`config.mk`:
```
export PLATFORM = sky130hd
export DESIGN_NAME = vote_round_ctrl
export DESIGN_NICKNAME = d
export VERILOG_FILES = /design/src/rtl/vote_round_ctrl.sv
export SDC_FILE = /design/constraint.sdc
export NUM_CORES = 1
export LEC_CHECK = 0
export CORE_MARGIN = 2
export CORE_UTILIZATION = 54
export CTS_CLUSTER_SIZE = 30
export DETAILED_ROUTE_END_ITERATION = 8
export PLACE_DENSITY = 0.84
export SLEW_MARGIN = 30
export SYNTH_ARGS = -nofsm -noshare
export SYNTH_HDL_FRONTEND = slang
export SYNTH_SLANG_ARGS = --single-unit
export TNS_END_PERCENT = 1
```
`constraint.sdc`:
```
create_clock -name clk -period 2.9 [get_ports clk]
set_input_delay 0.87 -clock clk [delete_from_list [all_inputs] [get_ports clk]]
set_output_delay 0.87 -clock clk [all_outputs]
set_load 0.1 [all_outputs]
```
`src/rtl/vote_round_ctrl.sv`:
```
// -----------------------------------------------------------------------------
// vote_round_ctrl
//
// Runs the voting rounds for the 3-input majority voter (y = AB | AC | BC).
// A start pulse opens a round. The block then collects one vote from each of
// the three judges and closes the round on full completion or on timeout.
// It holds the majority result under a valid/ack handshake and keeps
// saturating pass/fail tallies.
//
// Optional feature (compile-time macro VOTE_EARLY_EN):
//   When defined, a round also closes as soon as two latched votes agree.
//   When undefined, a round closes only on full completion or timeout.
//
// Parameters:
//   TIMEOUT_CYC  COLLECT cycles allowed before a forced decision (>= 2)
//   CNT_W        width of the pass/fail tally counters
//
// Ports:
//   clk           system clock, rising edge
//   resetn        synchronous active-low reset
//   start         begin a round (honoured only in IDLE)
//   vote_valid    per-judge vote strobe, bit i = judge i
//   vote_val      per-judge vote value (1 = approve), qualified by vote_valid
//   ack           consumer accepts result (honoured only in RESULT)
//   busy          high in COLLECT and RESULT
//   voted         judges whose vote is latched this round
//   result_valid  high in RESULT
//   result        majority of latched votes (missing votes count as 0)
//   timeout       round closed by timeout, valid with result_valid
//   pass_cnt      rounds with result = 1, saturating
//   fail_cnt      rounds with result = 0, saturating
//
// state    | meaning
// ---------+-------------------------------------------------------------
// S_IDLE   | waiting for start; round registers held cleared
// S_COLLECT| latching first vote of each judge, timeout counter running
// S_RESULT | result/timeout/voted frozen, waiting for ack
// -----------------------------------------------------------------------------
module vote_round_ctrl #(
  parameter int TIMEOUT_CYC = 16,
  parameter int CNT_W       = 8
) (
  input  logic             clk,
  input  logic             resetn,
  input  logic             start,
  input  logic [2:0]       vote_valid,
  input  logic [2:0]       vote_val,
  input  logic             ack,
  output logic             busy,
  output logic [2:0]       voted,
  output logic             result_valid,
  output logic             result,
  output logic             timeout,
  output logic [CNT_W-1:0] pass_cnt,
  output logic [CNT_W-1:0] fail_cnt
);

  localparam int               TMO_W    = (TIMEOUT_CYC > 2) ? $clog2(TIMEOUT_CYC) : 1;
  localparam logic [TMO_W-1:0] TMO_LAST = TMO_W'(TIMEOUT_CYC - 1);
  localparam logic [CNT_W-1:0] CNT_MAX  = '1;

  typedef enum logic [1:0] {
    S_IDLE    = 2'd0,
    S_COLLECT = 2'd1,
    S_RESULT  = 2'd2
  } state_t;

  state_t             state_q,   state_d;
  logic               busy_q,    busy_d;
  logic               rv_q,      rv_d;
  logic [2:0]         voted_q,   voted_d;
  logic [2:0]         votes_q,   votes_d;
  logic               result_q,  result_d;
  logic               timeout_q, timeout_d;
  logic [TMO_W-1:0]   tmo_cnt_q, tmo_cnt_d;
  logic [CNT_W-1:0]   pass_q,    pass_d;
  logic [CNT_W-1:0]   fail_q,    fail_d;

  // The vote picture as it will stand after this edge. Only the first strobe
  // of each judge is accepted, so the vote of a judge that already voted is
  // kept.
  logic [2:0] new_mask;
  logic [2:0] voted_nx;
  logic [2:0] votes_nx;
  logic [2:0] eff_votes;
  logic       majority;
  logic       complete;
  logic       close_now;
  logic       tmo_hit;

  assign new_mask  = vote_valid & ~voted_q;
  assign voted_nx  = voted_q | new_mask;
  assign votes_nx  = (votes_q & ~new_mask) | (vote_val & new_mask);
  // An unvoted judge counts as a 0 vote.
  assign eff_votes = votes_nx & voted_nx;
  assign majority  = (eff_votes[0] & eff_votes[1]) |
                     (eff_votes[0] & eff_votes[2]) |
                     (eff_votes[1] & eff_votes[2]);
  assign complete  = (voted_nx == 3'b111);
  assign tmo_hit   = (tmo_cnt_q == TMO_LAST);

`ifdef VOTE_EARLY_EN
  // Two latched votes that agree already fix the outcome. The majority of
  // the effective votes equals the agreed value in every such case.
  logic agree;
  assign agree = (voted_nx[0] & voted_nx[1] & ~(eff_votes[0] ^ eff_votes[1])) |
                 (voted_nx[0] & voted_nx[2] & ~(eff_votes[0] ^ eff_votes[2])) |
                 (voted_nx[1] & voted_nx[2] & ~(eff_votes[1] ^ eff_votes[2]));
  assign close_now = complete | agree;
`else
  assign close_now = complete;
`endif

  always_comb begin
    state_d   = state_q;
    busy_d    = busy_q;
    rv_d      = rv_q;
    voted_d   = voted_q;
    votes_d   = votes_q;
    result_d  = result_q;
    timeout_d = timeout_q;
    tmo_cnt_d = tmo_cnt_q;
    pass_d    = pass_q;
    fail_d    = fail_q;

    case (state_q)
      S_IDLE: begin
        voted_d   = '0;
        votes_d   = '0;
        tmo_cnt_d = '0;
        result_d  = 1'b0;
        timeout_d = 1'b0;
        if (start) begin
          state_d = S_COLLECT;
          busy_d  = 1'b1;
        end
      end

      S_COLLECT: begin
        voted_d = voted_nx;
        votes_d = votes_nx;
        // Completion takes priority over a timeout on the same edge.
        if (close_now || tmo_hit) begin
          state_d   = S_RESULT;
          rv_d      = 1'b1;
          result_d  = majority;
          timeout_d = ~close_now;
          if (majority) begin
            if (pass_q != CNT_MAX) pass_d = pass_q + CNT_W'(1);
          end else begin
            if (fail_q != CNT_MAX) fail_d = fail_q + CNT_W'(1);
          end
        end else begin
          tmo_cnt_d = tmo_cnt_q + TMO_W'(1);
        end
      end

      S_RESULT: begin
        if (ack) begin
          state_d   = S_IDLE;
          busy_d    = 1'b0;
          rv_d      = 1'b0;
          voted_d   = '0;
          votes_d   = '0;
          tmo_cnt_d = '0;
          result_d  = 1'b0;
          timeout_d = 1'b0;
        end
      end

      default: begin
        state_d   = S_IDLE;
        busy_d    = 1'b0;
        rv_d      = 1'b0;
        voted_d   = '0;
        votes_d   = '0;
        tmo_cnt_d = '0;
        result_d  = 1'b0;
        timeout_d = 1'b0;
      end
    endcase
  end

  always_ff @(posedge clk) begin
    if (!resetn) begin
      state_q   <= S_IDLE;
      busy_q    <= 1'b0;
      rv_q      <= 1'b0;
      voted_q   <= '0;
      votes_q   <= '0;
      result_q  <= 1'b0;
      timeout_q <= 1'b0;
      tmo_cnt_q <= '0;
      pass_q    <= '0;
      fail_q    <= '0;
    end else begin
      state_q   <= state_d;
      busy_q    <= busy_d;
      rv_q      <= rv_d;
      voted_q   <= voted_d;
      votes_q   <= votes_d;
      result_q  <= result_d;
      timeout_q <= timeout_d;
      tmo_cnt_q <= tmo_cnt_d;
      pass_q    <= pass_d;
      fail_q    <= fail_d;
    end
  end

  assign busy         = busy_q;
  assign result_valid = rv_q;
  assign voted        = voted_q;
  assign result       = result_q;
  assign timeout      = timeout_q;
  assign pass_cnt     = pass_q;
  assign fail_cnt     = fail_q;

endmodule

```
=== Word-level counts from Yosys, hierarchy flattened ===
Cells that the tools add are included.

* $add $sub $neg: 3
* $mul: 0
* Div/mod/pow operators: 0
* Bitwise operators: 17
* Reductions and logical operators: 9
* Order comparisons: 0
* Equal/unequal tests: 10
* Shifts and indexed selects: 0
* Mux-type cells: 19

{| class="wikitable"
|+ Operators with widths
! kind !! count
|-
| 8-bit by 1-bit adder with 8-bit output (second input constant) || 2
|-
| 8-bit != test (second input constant) || 2
|-
| 3-bit bitwise AND || 4
|-
| 3-bit one-hot mux with 2 select lines || 2
|-
| 3-bit AND reduction || 3
|-
| 4-bit two-way mux || 2
|-
| 2-bit != test (second input constant) || 4
|-
| 4-bit one-hot mux with 2 select lines || 1
|-
| 4-bit AND reduction || 2
|-
| 2-bit two-way mux || 3
|-
| 3-bit inverter || 2
|-
| 3-bit OR || 2
|-
| 1-bit one-hot mux with 3 select lines || 2
|-
| 2-bit one-hot mux with 3 select lines || 1
|-
| 1-bit two-way mux || 5
|-
| 4-bit by 1-bit adder with 4-bit output (second input constant) || 1
|-
| 4-bit equality test (second input constant) || 1
|-
| 1-bit inverter || 4
|-
| 1-bit one-hot mux with 2 select lines || 2
|-
| 2-bit AND reduction || 2
|-
| 1-bit bitwise AND || 3
|-
| 3-bit equality test (second input constant) || 1
|-
| 3-bit two-way mux || 1
|-
| 2-bit by 1-bit equality test with 1-bit output (second input constant) || 1
|-
| 4 further kinds || 5
|}

* Bits of input ports: 10
* Memories kept: 0
* Bits in writable memories: 0
* Memory bits (read-only): 0
* Bits in latches: 0
* Word-level logic and storage cells: 68
* Register bits: 32
* Output and inout bits: 23

=== Depth between registers and ports, before layout ===
* Word-level depth: 11
* Mapped depth: 7
* Gate-level depth less buffers: 6

=== Least setup slack after synthesis ===
No wires, ideal clock.

* Path kind: register -> register
* From: register voted_q[1] (netlist: voted[1])
* To: register pass_q[5] (netlist: pass_cnt[5])
* Period minus slack after synthesis: 2.438 ns
* Buffers on the path: 1
* Library setup time: 0.072 ns
* Arrival time: 2.365 ns
* Required time: 2.828 ns
* Cell stages (with the launch flop): 7
* Setup slack: 0.462 ns
* Cells stage by stage: dfxtp_1 > o22ai_1 > o21ai_2 > nand3_1 > buf_2 > nor4_1 > mux2i_1

* Cells in the longest elaborated chain, start to end: 10
* Elaborated cells between the ends (all ways): 15
* Those cells by class: 1 x eq/ne; 12 x bitwise; 2 x reduce/logical

{| class="wikitable"
|+ RTL lines
! element !! RTL line !! source
|-
| from (decl) || 71 || <nowiki>logic [2:0] voted_q, voted_d;</nowiki>
|-
| from (signal assigned) || 200 || <nowiki>voted_q <= voted_d;</nowiki>
|-
| 3-bit inverter || 91 || <nowiki>assign new_mask = vote_valid & ~voted_q;</nowiki>
|-
| 3-bit bitwise AND || 91 ||
|-
| 3-bit inverter || 93 || <nowiki>assign votes_nx = (votes_q & ~new_mask) | (vote_val & new_mask);</nowiki>
|-
| 3-bit bitwise AND || 93 ||
|-
| 3-bit OR || 93 ||
|-
| 3-bit bitwise AND || 95 || <nowiki>assign eff_votes = votes_nx & voted_nx;</nowiki>
|-
| 1-bit bitwise AND || 96 || <nowiki>assign majority = (eff_votes[0] & eff_votes[1]) |</nowiki>
|-
| 1-bit OR || 96 ||
|-
| 1-bit OR || 97 || <nowiki>(eff_votes[0] & eff_votes[2]) |</nowiki>
|-
| 4-bit AND reduction (no source line) (*) || - ||
|-
| to (signal assigned) || 205 || <nowiki>pass_q <= pass_d;</nowiki>
|-
| to (decl) || 76 || <nowiki>logic [CNT_W-1:0] pass_q, pass_d;</nowiki>
|}

Every way passes the cells marked *; elsewhere a longest branch is shown, timed or not.
A chain may end at the register's enable or synchronous reset.

=== Worst setup path after layout ===
* From: input vote_valid[0]
* To: register result_q (netlist: result)

* Cells in the longest elaborated chain, start to end: 10
* Elaborated cells between the ends (all ways): 17
* Those cells by class: 2 x eq/ne; 2 x mux; 11 x bitwise; 2 x reduce/logical

{| class="wikitable"
|+ RTL lines
! element !! RTL line !! source
|-
| from (decl) || 46 || <nowiki>input logic [2:0] vote_valid,</nowiki>
|-
| 3-bit bitwise AND (*) || 91 ||
|-
| 3-bit inverter || 93 ||
|-
| 3-bit bitwise AND || 93 ||
|-
| 3-bit OR || 93 ||
|-
| 3-bit bitwise AND || 95 ||
|-
| 1-bit bitwise AND, on equally long branches || 96, 97 ||
|-
| 1-bit OR || 96 ||
|-
| 1-bit OR || 97 ||
|-
| 1-bit two-way mux || 143 || <nowiki>if (close_now || tmo_hit) begin</nowiki>
|-
| 1-bit one-hot mux with 2 select lines || 126 || <nowiki>case (state_q)</nowiki>
|-
| to (signal assigned) || 202 || <nowiki>result_q <= result_d;</nowiki>
|-
| to (decl) || 73 || <nowiki>logic result_q, result_d;</nowiki>
|}

Every way passes the cells marked *; elsewhere a longest branch is shown, timed or not. The select of a mux whose other input is x is not followed.

==> run metrics <==
outcome=finished, final reports clean; max_cap viols=0; IO Port Bufs=32; CORE AREA=0.00278 mm2; die height=58.3 um; Die X=58.3 um; LEAKAGE=approximately 0.73 nW; Seq pwr share=between 50% and 60%; Yosys cell types=41; DR WL/cell=14.1 um; # diodes=0; combinational power share=between 10% and 20%; Num CTS Buffers=5; DR vias/cell=just over 6; CTS Hold Buffers Added=0; Clk pin slew, worst setup/hold paths=about 0.1 ns; CP max stage cell=or4_1; Initial Util=a little under three fifths; vias in the first global route=1437; clock power share=30.9%; drt pass-1 iters=4; RSZ-0062 raised after global routing=false; fin crit period=2.57 ns; initial antenna violation count=0; layout cell share with drive strength beyond 1=19.9%; Power Density=about 430 mW/mm2; area share of the leading cell type in the synthesized netlist=between 40 and 50%; switching pwr=229 uW; HPWL after detailed placement=roughly 2700 um; crit start category=primary input; Syn Area/Cell=~8.5 um2; Congestion Overflow GR=0; Max VDD drop=about 0.35 mV; Final Hold Viols=0; commonest non-fill, non-tap cell in the layout=dfxtp_1; Root Driver=clkbuf_4; Post-Syn Instances=around 190; Final TNS setup=0 ns; Synth area leaders=dfxtp_1 40%, a21oi_1 7.2%, o21ai_0 4.4%; #FFs+latches synth=32; TritonCTS clock tree=yes; Internal=between 600 and 700 uW; final WL=roughly 3600 um; slew margin rel.=between 60% and 70%; # rows=19; Worst-Skew Late Latency=~0.32 ns; via count=1570; CP endpoint kind=register; slowest stage delay, CP=0.55 ns; Clock Skew=~0.0085 ns; Worst Hold Class=register to register; DR iter-0 viols=111; placer congestion estimate=between 0.8 and 0.9; Sw Share=a little over a quarter; worst endpoint required time=approximately 3.2 ns; Post-CTS Setup Repair Bufs=0; CP cell instances=clkdlybuf4s50_1 > nor2b_2 > a22oi_1 > maj3_2 > or4_1 > a21oi_1; final period utilization=around nine tenths; Post-Route Utilization=between 70% and 80%; R2R Setup Slk=between 0.9 and 1 ns; Routed Antenna Nets=0; IO Pins=33; CTS-repair resized insts=0; first-pass GRT wire length=approximately 5900 um; most frequent cells in the layout=32 x dfxtp_1, 30 x buf_4, 23 x a21oi_1; Crit Path Category=primary input to register; f_max=roughly 390 MHz; area grow syn2layout=22.8%; GRT Overall Usage=between 20% and 30%; Slew Limit Fails=0; Net count, final=around 240; Synth Warn #=0; largest net degree at the start of global routing=16; syn_nets=200; synthesized area=roughly 0.0016 mm2; H-tree depth=2; Least-Margin Pin Slew=roughly 0.46 ns; post-synthesis sequential area ratio=between 40 and 50%; # setup viols final=0; Residual DRC=0; die footprint=0.00340 mm2; CTS Sinks=32; filler instances=about 210; post-synth top area cell=dfxtp_1; crit path max fanout=15; clock buffer depth=2; Critical Path AT=around 2.8 ns
## per-layer routing
| layer | vias to the layer above | global-route usage [%] | wire length (um) |
|---|---|---|---|
| met4 | 0 | 12.0 | 37 |
| met3 | 4 | 7.25 | 192 |
| met2 | 47 | 37.4 | 1860 |
| met5 | - | 0 | 0 |
| met1 | 742 | 26.3 | 1540 |
| li1 | 777 | - | - |
## power groups by stage
stage | registers [mW] | clock network, mW | logic, mW
floorplan | 0.489 | 0 | 0.0605
global placement | 0.466 | 0 | 0.119
detailed placement | 0.466 | 0 | 0.124
CTS | 0.456 | 0.266 | 0.124
global route | 0.458 | 0.290 | 0.134
finish | 0.456 | 0.260 | 0.124
## per-stage QoR
| step | setup slack, ns | hold slack [ns] | cell area [um2] | total power [mW] | cells |
|---|---|---|---|---|---|
| 2_1_floorplan | 0.462 | 0.460 | 1590 | 0.550 | 187 |
| 3_3_place_gp | 0.0855 | 0.472 | 1900 | 0.585 | 249 |
| 3_5_place_dp | 0.0214 | 0.492 | 1900 | 0.590 | 249 |
| 4_1_cts | 0.365 | 0.504 | 1950 | 0.846 | 257 |
| 5_1_grt | 0.298 | 0.526 | 1950 | 0.881 | 257 |
| 6_report | 0.330 | 0.502 | 1950 | 0.840 | 257 |
## final cells by class
| class | instances | area (um2) | share of cell area (%) |
|---|---|---|---|
| clock buffers | 8 | 58.8 | 3.01 |
| inverters | 3 | 11.3 | 0.576 |
| multi-input cells | 144 | 890 | 45.5 |
| flip-flops and latches | 32 | 641 | 32.8 |
| well taps | 31 | 38.8 | 1.98 |
| repair buffers | 39 | 315 | 16.1 |
## kinds of logic (layout without fill, tap and decap cells)
kind of cell             after synthesis  after routing  share of synthesized area, %
buffers and inverters                 11             50                          3.85
adder cells (fa/ha/maj)                5              5                          3.77
multiplexers                           4              4                          2.52
AO/OA/AOI/OAI                         57             57                          21.3
XOR/XNOR                               1              1                         0.550
flip-flops                            32             32                          40.3
AND/OR/NAND/NOR                       77             77                          27.8
## worst max-delay path: cells and delay by family
family	cells	cell delay [ns]
and+or+nand+nor	2	0.75
AOI/OAI and AO/OA	2	0.24
buffers and inverters	1	0.54
adders and majority gates	1	0.43
## worst paths after layout
check                                  end  depth (start not counted)                 startpoint
setup / recovery       result$_SDFFE_PN0P_                          6              vote_valid[0]
hold reg to reg   pass_cnt[6]$_SDFFE_PN0P_                          2   pass_cnt[6]$_SDFFE_PN0P_
hold / removal    pass_cnt[6]$_SDFFE_PN0P_                          2   pass_cnt[6]$_SDFFE_PN0P_
setup reg to reg  fail_cnt[7]$_SDFFE_PN0P_                          7  tmo_cnt_q[0]$_SDFFE_PN0P_
## flip-flops by register name (all words and copies together), names as in the netlist
signal / flops
fail_cnt: 8
pass_cnt: 8
tmo_cnt_q: 4
voted: 3
votes_q: 3
state_q: 2
busy: 1
result: 1
result_valid: 1
timeout: 1
## cells in the mapped netlist (all sizes together)
| cell type | n |
|---|---|
| dfxtp | 32 |
| a21oi | 23 |
| nor2 | 18 |
| o21ai | 15 |
| nand3 | 11 |
| nand2 | 9 |
| or4 | 9 |
| o31ai | 8 |
| a22oi | 4 |
| buf | 4 |
| clkbuf | 4 |
| mux2i | 4 |
| nand2b | 4 |
| nand4 | 4 |
| nor2b | 4 |
| or3 | 4 |
| a22o | 3 |
| and3 | 3 |
| ha | 3 |
| inv | 3 |
| nand4b | 3 |
| maj3 | 2 |
| nor4 | 2 |
| a211oi | 1 |
| a21o | 1 |
| and2 | 1 |
| and2b | 1 |
| and4 | 1 |
| nor3 | 1 |
| nor3b | 1 |
| o211ai | 1 |
| o22ai | 1 |
| or3b | 1 |
| xnor2 | 1 |
Note: power is estimated with default switching activity, not from simulation.
